--- src/rtl/md_issue_stage.sv ---
// Issue stage for the combinational signed multiply/divide unit: operand FIFO in front,
// registered result with valid/ready behind, and saturating delivery/error counters.
module md_issue_stage #(
  parameter int N     = 5,
  parameter int DEPTH = 4
) (
  input  logic         clk,
  input  logic         rst,
  input  logic         in_valid,
  output logic         in_ready,
  input  logic [N-1:0] in_a,
  input  logic [N-1:0] in_b,
  input  logic [1:0]   in_op,
  output logic [N-1:0] md_a,
  output logic [N-1:0] md_b,
  output logic [1:0]   md_sel,
  input  logic [N-1:0] md_m,
  input  logic [N-1:0] md_r,
  input  logic         md_error,
  output logic         out_valid,
  input  logic         out_ready,
  output logic [N-1:0] out_m,
  output logic [N-1:0] out_r,
  output logic         out_error,
  output logic [15:0]  op_count,
  output logic [15:0]  err_count
);

  localparam int AW = (DEPTH > 1) ? $clog2(DEPTH) : 1;
  localparam logic [AW:0] DEPTH_CNT = (AW+1)'(DEPTH);

  typedef enum logic {S_EMPTY, S_FULL} state_t;

  logic [N-1:0]  a_mem  [DEPTH];
  logic [N-1:0]  b_mem  [DEPTH];
  logic [1:0]    op_mem [DEPTH];
  logic [AW-1:0] wr_ptr_reg;
  logic [AW-1:0] rd_ptr_reg;
  logic [AW:0]   count_reg;

  state_t        state_reg, state_next;
  logic          capture;
  logic          push;
  logic          fifo_empty;
  logic          deliver;
  logic [N-1:0]  out_m_reg, out_r_reg;
  logic          out_error_reg;
  logic [15:0]   op_count_reg, err_count_reg;

  assign fifo_empty = (count_reg == '0);
  assign in_ready   = (count_reg != DEPTH_CNT);
  assign push       = in_valid && in_ready;
  assign out_valid  = (state_reg == S_FULL);
  assign deliver    = out_valid && out_ready;

  // The head feeds the unit combinationally so its result is ready to capture this cycle.
  assign md_a   = fifo_empty ? '0 : a_mem[rd_ptr_reg];
  assign md_b   = fifo_empty ? '0 : b_mem[rd_ptr_reg];
  assign md_sel = fifo_empty ? '0 : op_mem[rd_ptr_reg];

  always_ff @(posedge clk) begin
    if (push) begin
      a_mem[wr_ptr_reg]  <= in_a;
      b_mem[wr_ptr_reg]  <= in_b;
      op_mem[wr_ptr_reg] <= in_op;
    end
  end

  always_ff @(posedge clk) begin
    if (rst) begin
      wr_ptr_reg <= '0;
      rd_ptr_reg <= '0;
      count_reg  <= '0;
    end else begin
      if (push)    wr_ptr_reg <= wr_ptr_reg + 1'b1;
      if (capture) rd_ptr_reg <= rd_ptr_reg + 1'b1;
      case ({push, capture})
        2'b10:   count_reg <= count_reg + 1'b1;
        2'b01:   count_reg <= count_reg - 1'b1;
        default: count_reg <= count_reg;
      endcase
    end
  end

  always_ff @(posedge clk) begin
    if (rst) state_reg <= S_EMPTY;
    else     state_reg <= state_next;
  end

  always_comb begin
    state_next = state_reg;
    capture    = 1'b0;
    case (state_reg)
      S_EMPTY: begin
        if (!fifo_empty) begin
          capture    = 1'b1;
          state_next = S_FULL;
        end
      end
      S_FULL: begin
        if (out_ready) begin
          if (!fifo_empty) capture    = 1'b1;
          else             state_next = S_EMPTY;
        end
      end
      default: state_next = S_EMPTY;
    endcase
  end

  // Multiply never reports an error; reserved opcodes always do, regardless of the unit.
  always_ff @(posedge clk) begin
    if (rst) begin
      out_m_reg     <= '0;
      out_r_reg     <= '0;
      out_error_reg <= 1'b0;
    end else if (capture) begin
      case (md_sel)
        2'b00: begin
          out_m_reg     <= md_m;
          out_r_reg     <= md_r;
          out_error_reg <= md_error;
        end
        2'b01: begin
          out_m_reg     <= md_m;
          out_r_reg     <= md_r;
          out_error_reg <= 1'b0;
        end
        default: begin
          out_m_reg     <= '0;
          out_r_reg     <= '0;
          out_error_reg <= 1'b1;
        end
      endcase
    end
  end

  always_ff @(posedge clk) begin
    if (rst) begin
      op_count_reg  <= '0;
      err_count_reg <= '0;
    end else if (deliver) begin
      if (op_count_reg != 16'hFFFF) op_count_reg <= op_count_reg + 16'd1;
      if (out_error_reg && (err_count_reg != 16'hFFFF)) err_count_reg <= err_count_reg + 16'd1;
    end
  end

  assign out_m     = out_m_reg;
  assign out_r     = out_r_reg;
  assign out_error = out_error_reg;
  assign op_count  = op_count_reg;
  assign err_count = err_count_reg;

endmodule

--- config.mk ---
export PLATFORM = sky130hd
export DESIGN_NAME = md_issue_stage
export DESIGN_NICKNAME = d
export VERILOG_FILES = /design/src/rtl/md_issue_stage.sv
export SDC_FILE = /design/constraint.sdc
export NUM_CORES = 1
export LEC_CHECK = 0
export ABC_AREA = 0
export CORE_UTILIZATION = 50
export DETAILED_ROUTE_END_ITERATION = 10
export PLACE_DENSITY = 0.84
export SYNTH_ARGS = -nofsm -noshare
export SYNTH_HDL_FRONTEND = slang
export SYNTH_SLANG_ARGS = --single-unit
--- constraint.sdc ---
create_clock -name clk -period 7.1 [get_ports clk]
set_input_delay 1.42 -clock clk [delete_from_list [all_inputs] [get_ports clk]]
set_output_delay 1.42 -clock clk [all_outputs]
set_load 0.1 [all_outputs]
# Yosys cells after proc, flatten, opt, wreduce, memory -nomap -nowiden
# Memory sizes are Yosys's and may differ from the RTL's. A register that Yosys moved wholly into a read port is not among the register bits.
# Cells that the tools add are included.
[op_classes]
addsub = 6
n_eq_ne = 6
n_mux = 20
bitwise = 1
n_reduce_logical = 9
[ops]
columns = ["cell", "count"]
rows = [
  ["16-bit by 1-bit adder with 16-bit output (second input constant)", 2],
  ["16-bit != test (second input constant)", 2],
  ["5-bit 2-to-1 mux", 4],
  ["2-bit 2-to-1 mux", 7],
  ["1-bit case mux with 2 select lines", 3],
  ["3-bit case mux with 2 select lines", 1],
  ["1-bit 2-to-1 mux", 5],
  ["2-bit by 1-bit adder with 2-bit output (second input constant)", 2],
  ["2-bit by 1-bit equality test with 1-bit output (second input constant)", 2],
  ["2-bit AND reduction", 2],
  ["3-bit by 1-bit adder with 3-bit output (second input constant)", 1],
  ["1-bit logical AND", 3],
  ["3-bit logical NOT", 1],
  ["3-bit != test (second input constant)", 1],
  ["3-bit by 1-bit subtractor with 3-bit output (second input constant)", 1],
  ["2-bit equality test (second input constant)", 1],
  ["2-bit logical NOT", 1],
  ["2-bit nonzero test", 1],
  ["2-bit OR reduction", 1],
  ["1-bit NOT", 1],
]
[totals]
reg_bits = 51
ram_bits = 48
in_bits = 27
out_inout_bits = 57
elab_cells = 54
n_memories = 3
[memory_table]
columns = ["name", "depth", "width", "read_ports", "rd_ports_with_merged_regs", "wr", "line", "source"]
rows = [
  ["a_mem", 4, 5, 1, 1, 1, "34", "logic [N-1:0] a_mem [DEPTH];"],
  ["b_mem", 4, 5, 1, 1, 1, "35", "logic [N-1:0] b_mem [DEPTH];"],
  ["op_mem", 4, 2, 1, 1, 1, "36", "logic [1:0] op_mem [DEPTH];"],
]

# Depth between registers and ports, before layout
# Gate-level depths: netlist (run 1).
[depth]
depth_word = 6
mapped_depth = 10
mapped_depth_nobuf = 9

# Least setup slack after synthesis (run 1)
# OpenSTA, ideal clock, no wires.
[synth_timing]
kind = "reg-to-output"
from = "register with a tool-made name"
to = "output port md_sel[1]"
t_arrival_ns = 2.198
required_ns = 5.680
path_slack_ns = 3.482
path_stages_with_launch = 5
n_path_buf = 1
path_cell_list = "dfxtp_1 > mux2i_1 > mux2_2 > clkbuf_1 > nor2_1"
[synth_rtl]
columns = ["element", "line", "source"]
rows = [
  ["end: declaration", "16", "output logic [1:0] md_sel,"],
]

==> flow_summary.json, run 1 <==
{
  "status": "finished clean",
  "p_per_area_nw_per_um2": 361,
  "skew_ns": 0.0145,
  "die-area_sq_um": 9120,
  "min_path_cells": 2,
  "r2r_cells": 9,
  "synth_flop_cell": "dfxtp_1",
  "insertion_delay_ns": 0.36,
  "setup_tns_ns": 0,
  "dieWidth_microns": 95.5,
  "postCtsSetupBuffers": 0,
  "worstPathMaxFanout": 12,
  "avgRoutedWirePerCell_microns": 15.8,
  "rsz0062_at_grt": "no",
  "worstPathRequired_ns": 5.68,
  "netlist_instances": 383,
  "htreeDepth": 3,
  "period_needed_ns": 4.48,
  "route.detailed.drc": 0,
  "most-common-layout-cells": "82 x clkdlybuf4s50_1, 53 x dfxtp_1, 48 x edfxtp_1",
  "die_h_microns": 95.5,
  "syn_avg_cell_area_sq_um": 11.4,
  "synth_mux_area_share_pct": 9.65,
  "synthSimpleGateAreaFrac_pct": 18.5,
  "cts_hold_buf": 0,
  "synth_adder_area_share_pct": 2.46,
  "post_cts_resized": 0,
  "antenna_cells": 0,
  "start_util_pct": 52.4,
  "io_pins": 84,
  "finalPower_mw": 1.96,
  "clock-sinks": 101,
  "grt_antenna_before_repair": 0,
  "yosys.area_share.xor_xnor_pct": 1.00,
  "route.vias.total": 3253,
  "synth_compound_gate_area_share_pct": 8.44,
  "postRouteAntennaNets": 0,
  "gr-usage-met3_pct": 3.67,
  "hold_path_class": "flop to flop",
  "arrival_ns": 3.06,
  "grt_use_total_pct": 21.1,
  "first_pass_iters": 5,
  "cts.root.buffer_cell": "clkbuf_8",
  "relSlewSlack_pct": 29.7,
  "ys_seq_elements": 101,
  "globalplace.congestion": 0.833,
  "clockBufferDepth": 2,
  "synth_top_family_by_area": "simple AND/OR/NAND/NOR gates",
  "path_class": "flop to output port",
  "vias_per_cell": 5.70,
  "first_global_vias": 3077,
  "final-setup-viol-count": 0,
  "synth_area_sq_um": 4370,
  "syn_to_final_growth_pct": 24.1,
  "synth.yosys.seq_area_share_pct": 57.2,
  "hpwl_mm": 6.35,
  "reg_top3": "a_mem x20, b_mem x20",
  "drt-initial-drc-count": 129,
  "grt_pass1_wl_mm": 14.6,
  "maxSlewViolCount": 0,
  "dp_slack_ns": 2.89,
  "layout_setup_ws_ns": 2.62,
  "grt_overflow_total": 0,
  "coreArea_sq_um": 8340,
  "met2_usage_pct": 35.4,
  "final_common_cell": "clkdlybuf4s50_1",
  "max-cap-violations": 0,
  "synthArstFlopShare_pct": 0,
  "worstSetupStartpointType": "flop",
  "ir_worst_vdd_mv": 0.204,
  "syn-num-nets": 418,
  "p_leak_nw": 1.79,
  "synth_edf_count": 48,
  "nets": 496,
  "drive_above_1_share_pct": 8.37,
  "n_fill_cell": 647,
  "yosys_warnings": 0,
  "hold_viol_final": 0,
  "endpoint_kind": "output port",
  "port_buffers": 83,
  "met1_usage_pct": 27.6,
  "clk_pin_slew_ns": 0.09,
  "totalWireLength_mm": 9.04,
  "rows": 33,
  "fin_hold_ws_ns": 0.459,
  "grt.busiest_layer": "met2",
  "grt_max_degree": 61,
  "worstMarginPinSlew_ns": 1.05,
  "synth.distinct_cells": 44,
  "finalCritPeriodShare_pct": 63.1,
  "fmaxAchievable_ghz": 0.223,
  "cts-buffers-inserted": 9,
  "cts_tree": "yes"
}
-- layout make-up --
| type | instances | area (sq um) | share of cell area, % |
|---|---|---|---|
| inverters | 12 | 45.0 | 0.830 |
| clock buffers | 11 | 131 | 2.42 |
| clock inverters | 5 | 28.8 | 0.531 |
| multi-input cells | 253 | 1750 | 32.3 |
| repair buffers | 84 | 833 | 15.4 |
| flip-flops and latches | 101 | 2500 | 46.1 |
| well taps | 105 | 131 | 2.42 |
-- final timing paths --
| check | to | startpoint | slack [ns] |
|---|---|---|---|
| max | md_sel[1] | flop | 2.62 |
| max reg2reg | count_reg[2] | count_reg[2] | 4.14 |
| min reg2reg | out_m[4] | out_m[4] | 0.46 |
| min | out_m[4] | out_m[4] | 0.46 |
-- synthesized netlist by cell type, types with 8 or more instances --
cell type | n | area [sq um]
o31ai_1 | 8 | 60.1
edfxtp_1 | 48 | 1440
nand3_1 | 20 | 100
mux2_2 | 11 | 124
and2_1 | 15 | 93.8
a21oi_1 | 32 | 160
mux4_2 | 11 | 248
nor2_1 | 25 | 93.8
inv_1 | 12 | 45.0
nor3_1 | 8 | 40.0
dfxtp_1 | 53 | 1060
and3_1 | 8 | 50.1
clkbuf_1 | 9 | 33.8
nand2_1 | 31 | 116
or4_1 | 10 | 75.1
nor2b_1 | 9 | 56.3
-- stage by stage --
stage	instance area, sq um	utilization [%]	std cells
2_1_floorplan	4370	-	383
3_3_place_gp	5260	63.1	555
3_5_place_dp	5260	63.1	555
4_1_cts	5420	65.0	571
5_1_grt	5420	65.0	571
6_report	5420	65.0	571
-- report_power, final --
part | leakage (nW) | internal (mW) | switching [mW]
clock | 0.0768 | 0.125 | 0.184
combinational | 0.848 | 0.250 | 0.660
sequential | 0.870 | 0.678 | 0.0627
-- per-layer routing --
metal  vias up  part of all wire, %
li1       1588                    -
met1      1577                   45
met2        76                   50
met3        12                  4.0
met4         0                  1.3
met5         -                    0
-- logic make-up (layout without fill, tap and decap cells) --
group | count (synthesis) | count (layout)
muxes | 27 | 27
AOI/OAI and AO/OA | 61 | 61
buffers and inverters | 29 | 112
and+or+nand+nor | 152 | 152
DFF | 101 | 101
adders and majority gates | 8 | 8
xor gates and xnor gates | 5 | 5
-- worst max-delay path: stages (launching register included) --
cell and delay [ns]:
dfxtp_1 0.85, mux2_2 0.52, nor2_1 0.18, clkdlybuf4s50_1 1.16
No activity file was read; power rests on OpenSTA's default activity.
==> inputs of run 2 (changes only) <==
==> constraint.sdc (replaced) <==
create_clock -name clk -period 4.6 [get_ports clk]
set_input_delay 0.92 -clock clk [delete_from_list [all_inputs] [get_ports clk]]
set_output_delay 0.92 -clock clk [all_outputs]
set_load 0.1 [all_outputs]
==> flow_summary.json, run 2 (same netlist as run 1, synthesis figures left out) <==
{
  "status": "finished clean",
  "clock-sinks": 101,
  "first_global_vias": 2941,
  "worstPathRequired_ns": 3.68,
  "period_needed_ns": 3.85,
  "start_util_pct": 52.4,
  "min_path_cells": 2,
  "skew_ns": 0.00943,
  "first_pass_iters": 5,
  "worst_r2r_endpoint": "count_reg[2]",
  "rows": 33,
  "die_h_microns": 95.5,
  "p_comb_share_pct": 44.5,
  "path_class": "flop to output port",
  "grt_use_total_pct": 20.3,
  "fmaxAchievable_ghz": 0.260,
  "holdPathEnd": "out_r[0]",
  "route.vias.total": 3227,
  "grt_pass1_wl_mm": 14.1,
  "cts.root.buffer_cell": "clkbuf_8",
  "avgRoutedWirePerCell_microns": 15.5,
  "min_from": "out_r[0]",
  "syn_to_final_growth_pct": 25.3,
  "route.detailed.drc": 0,
  "grt_overflow_total": 0,
  "insertion_delay_ns": 0.36,
  "nets": 496,
  "r2r_start": "count_reg[0]",
  "endpoint_kind": "output port",
  "reg_top3": "a_mem x20, b_mem x20",
  "worstSetupStartpointType": "flop",
  "post_cts_resized": 0,
  "clockBufferDepth": 2,
  "relSlewSlack_pct": 32.1,
  "arrival_ns": 2.93,
  "setup_tns_ns": 0,
  "final-setup-viol-count": 0,
  "cp_cell_sequence": "mux4_2 > and2_1 > clkdlybuf4s50_1",
  "vias_per_cell": 5.65,
  "postRouteAntennaNets": 0,
  "most-common-layout-cells": "81 x clkdlybuf4s50_1, 53 x dfxtp_1, 48 x edfxtp_1",
  "drt-initial-drc-count": 179,
  "dieWidth_microns": 95.5,
  "utilization_pct": 65.7,
  "regToRegSetupSlack_ns": 1.60,
  "worstPathMaxFanout": 12,
  "cts_tree": "yes",
  "hold_path_class": "flop to flop",
  "postCtsSetupBuffers": 0,
  "finalCritPeriodShare_pct": 83.7,
  "p_switching_mw": 1.40,
  "fin_area_sq_um": 5480,
  "pwr-share-clk_pct": 19.1,
  "worstMarginPinSlew_ns": 1.02,
  "placed_cell_area_sq_um": 5260,
  "seqPwrFrac_pct": 36.4,
  "io_pins": 84,
  "globalplace.congestion": 0.839,
  "clk_pin_slew_ns": 0.09,
  "hold_viol_final": 0,
  "drive_above_1_share_pct": 8.80,
  "p_per_area_nw_per_um2": 572,
  "r2r_cells": 9,
  "antenna_cells": 0,
  "maxSlewViolCount": 0,
  "slowest_stage": "clkdlybuf4s50_1",
  "htreeDepth": 3,
  "totalWireLength_mm": 8.87,
  "rsz0062_at_grt": "no",
  "final_common_cell": "clkdlybuf4s50_1",
  "port_buffers": 83,
  "hpwl_mm": 6.17,
  "coreArea_sq_um": 8340,
  "swShare_pct": 44.7,
  "critical_path.max_stage_delay_ns": 0.96,
  "die-area_sq_um": 9120,
  "p_leak_nw": 1.82,
  "grt_antenna_before_repair": 0,
  "cts_hold_buf": 0,
  "ir_worst_vdd_mv": 0.281,
  "p_int_mw": 1.73,
  "grt_max_degree": 61,
  "cts-buffers-inserted": 9,
  "max-cap-violations": 0
}
[run 2: cell count changes in the layout (fill, tap and decap cells not counted), sizes merged]
cell and change:
clkbuf -1, clkdlybuf4s50 -1, clkinv -1, buf +1, bufinv +2
[run 2: power groups by stage]
stage	Combinational, mW	Sequential (mW)	Clock, mW
after CTS	1.40	1.14	0.605
after global routing	1.47	1.16	0.642
after detailed placement	1.39	1.17	0
after global placement	1.38	1.16	0
final	1.39	1.14	0.598
after floorplan	0.926	1.32	0
[run 2: layout make-up]
type / count / area, sq um
clock inverter: 6 / 87.6
inverter: 12 / 45.0
clock buffer: 10 / 128
fill: 628 / 2860
sequential: 101 / 2500
timing repair buffer: 84 / 831
multi-input combinational: 253 / 1750
tap: 105 / 131
[run 2: how the worst max path moves through the flow]
| stage | end | cells after the start |
|---|---|---|
| final | md_sel[0] | 3 |
| after global routing | md_sel[0] | 3 |
| after CTS | md_a[3] | 3 |
| after detailed placement | count_reg[2] | 10 |
| after global placement | count_reg[2] | 10 |
| after floorplan | md_sel[1] | 4 |
[run 2: critical path, delay by kind of cell (launching register included)]
kind	cells	cell delay [ns]
simple gates	1	0.18
mux	1	0.60
buf+inv	1	0.96
flops	1	0.84
[run 2: metal layers]
layer / global-route usage [%] / wire length, microns
met2: 34.0 / 4430
met1: 26.0 / 3890
met3: 2.79 / 416
met4: 9.20 / 132
met5: 0 / 0
[run 2: metrics by stage]
stage | power (mW) | worst slack [ns] | hold slack (ns) | cells
floorplan | 2.25 | 1.48 | 0.469 | 383
finish | 3.13 | 0.751 | 0.469 | 571
global route | 3.27 | 0.608 | 0.495 | 571
CTS | 3.15 | 0.684 | 0.471 | 571
detailed placement | 2.56 | 0.879 | 0.458 | 555
global placement | 2.53 | 1.02 | 0.440 | 555
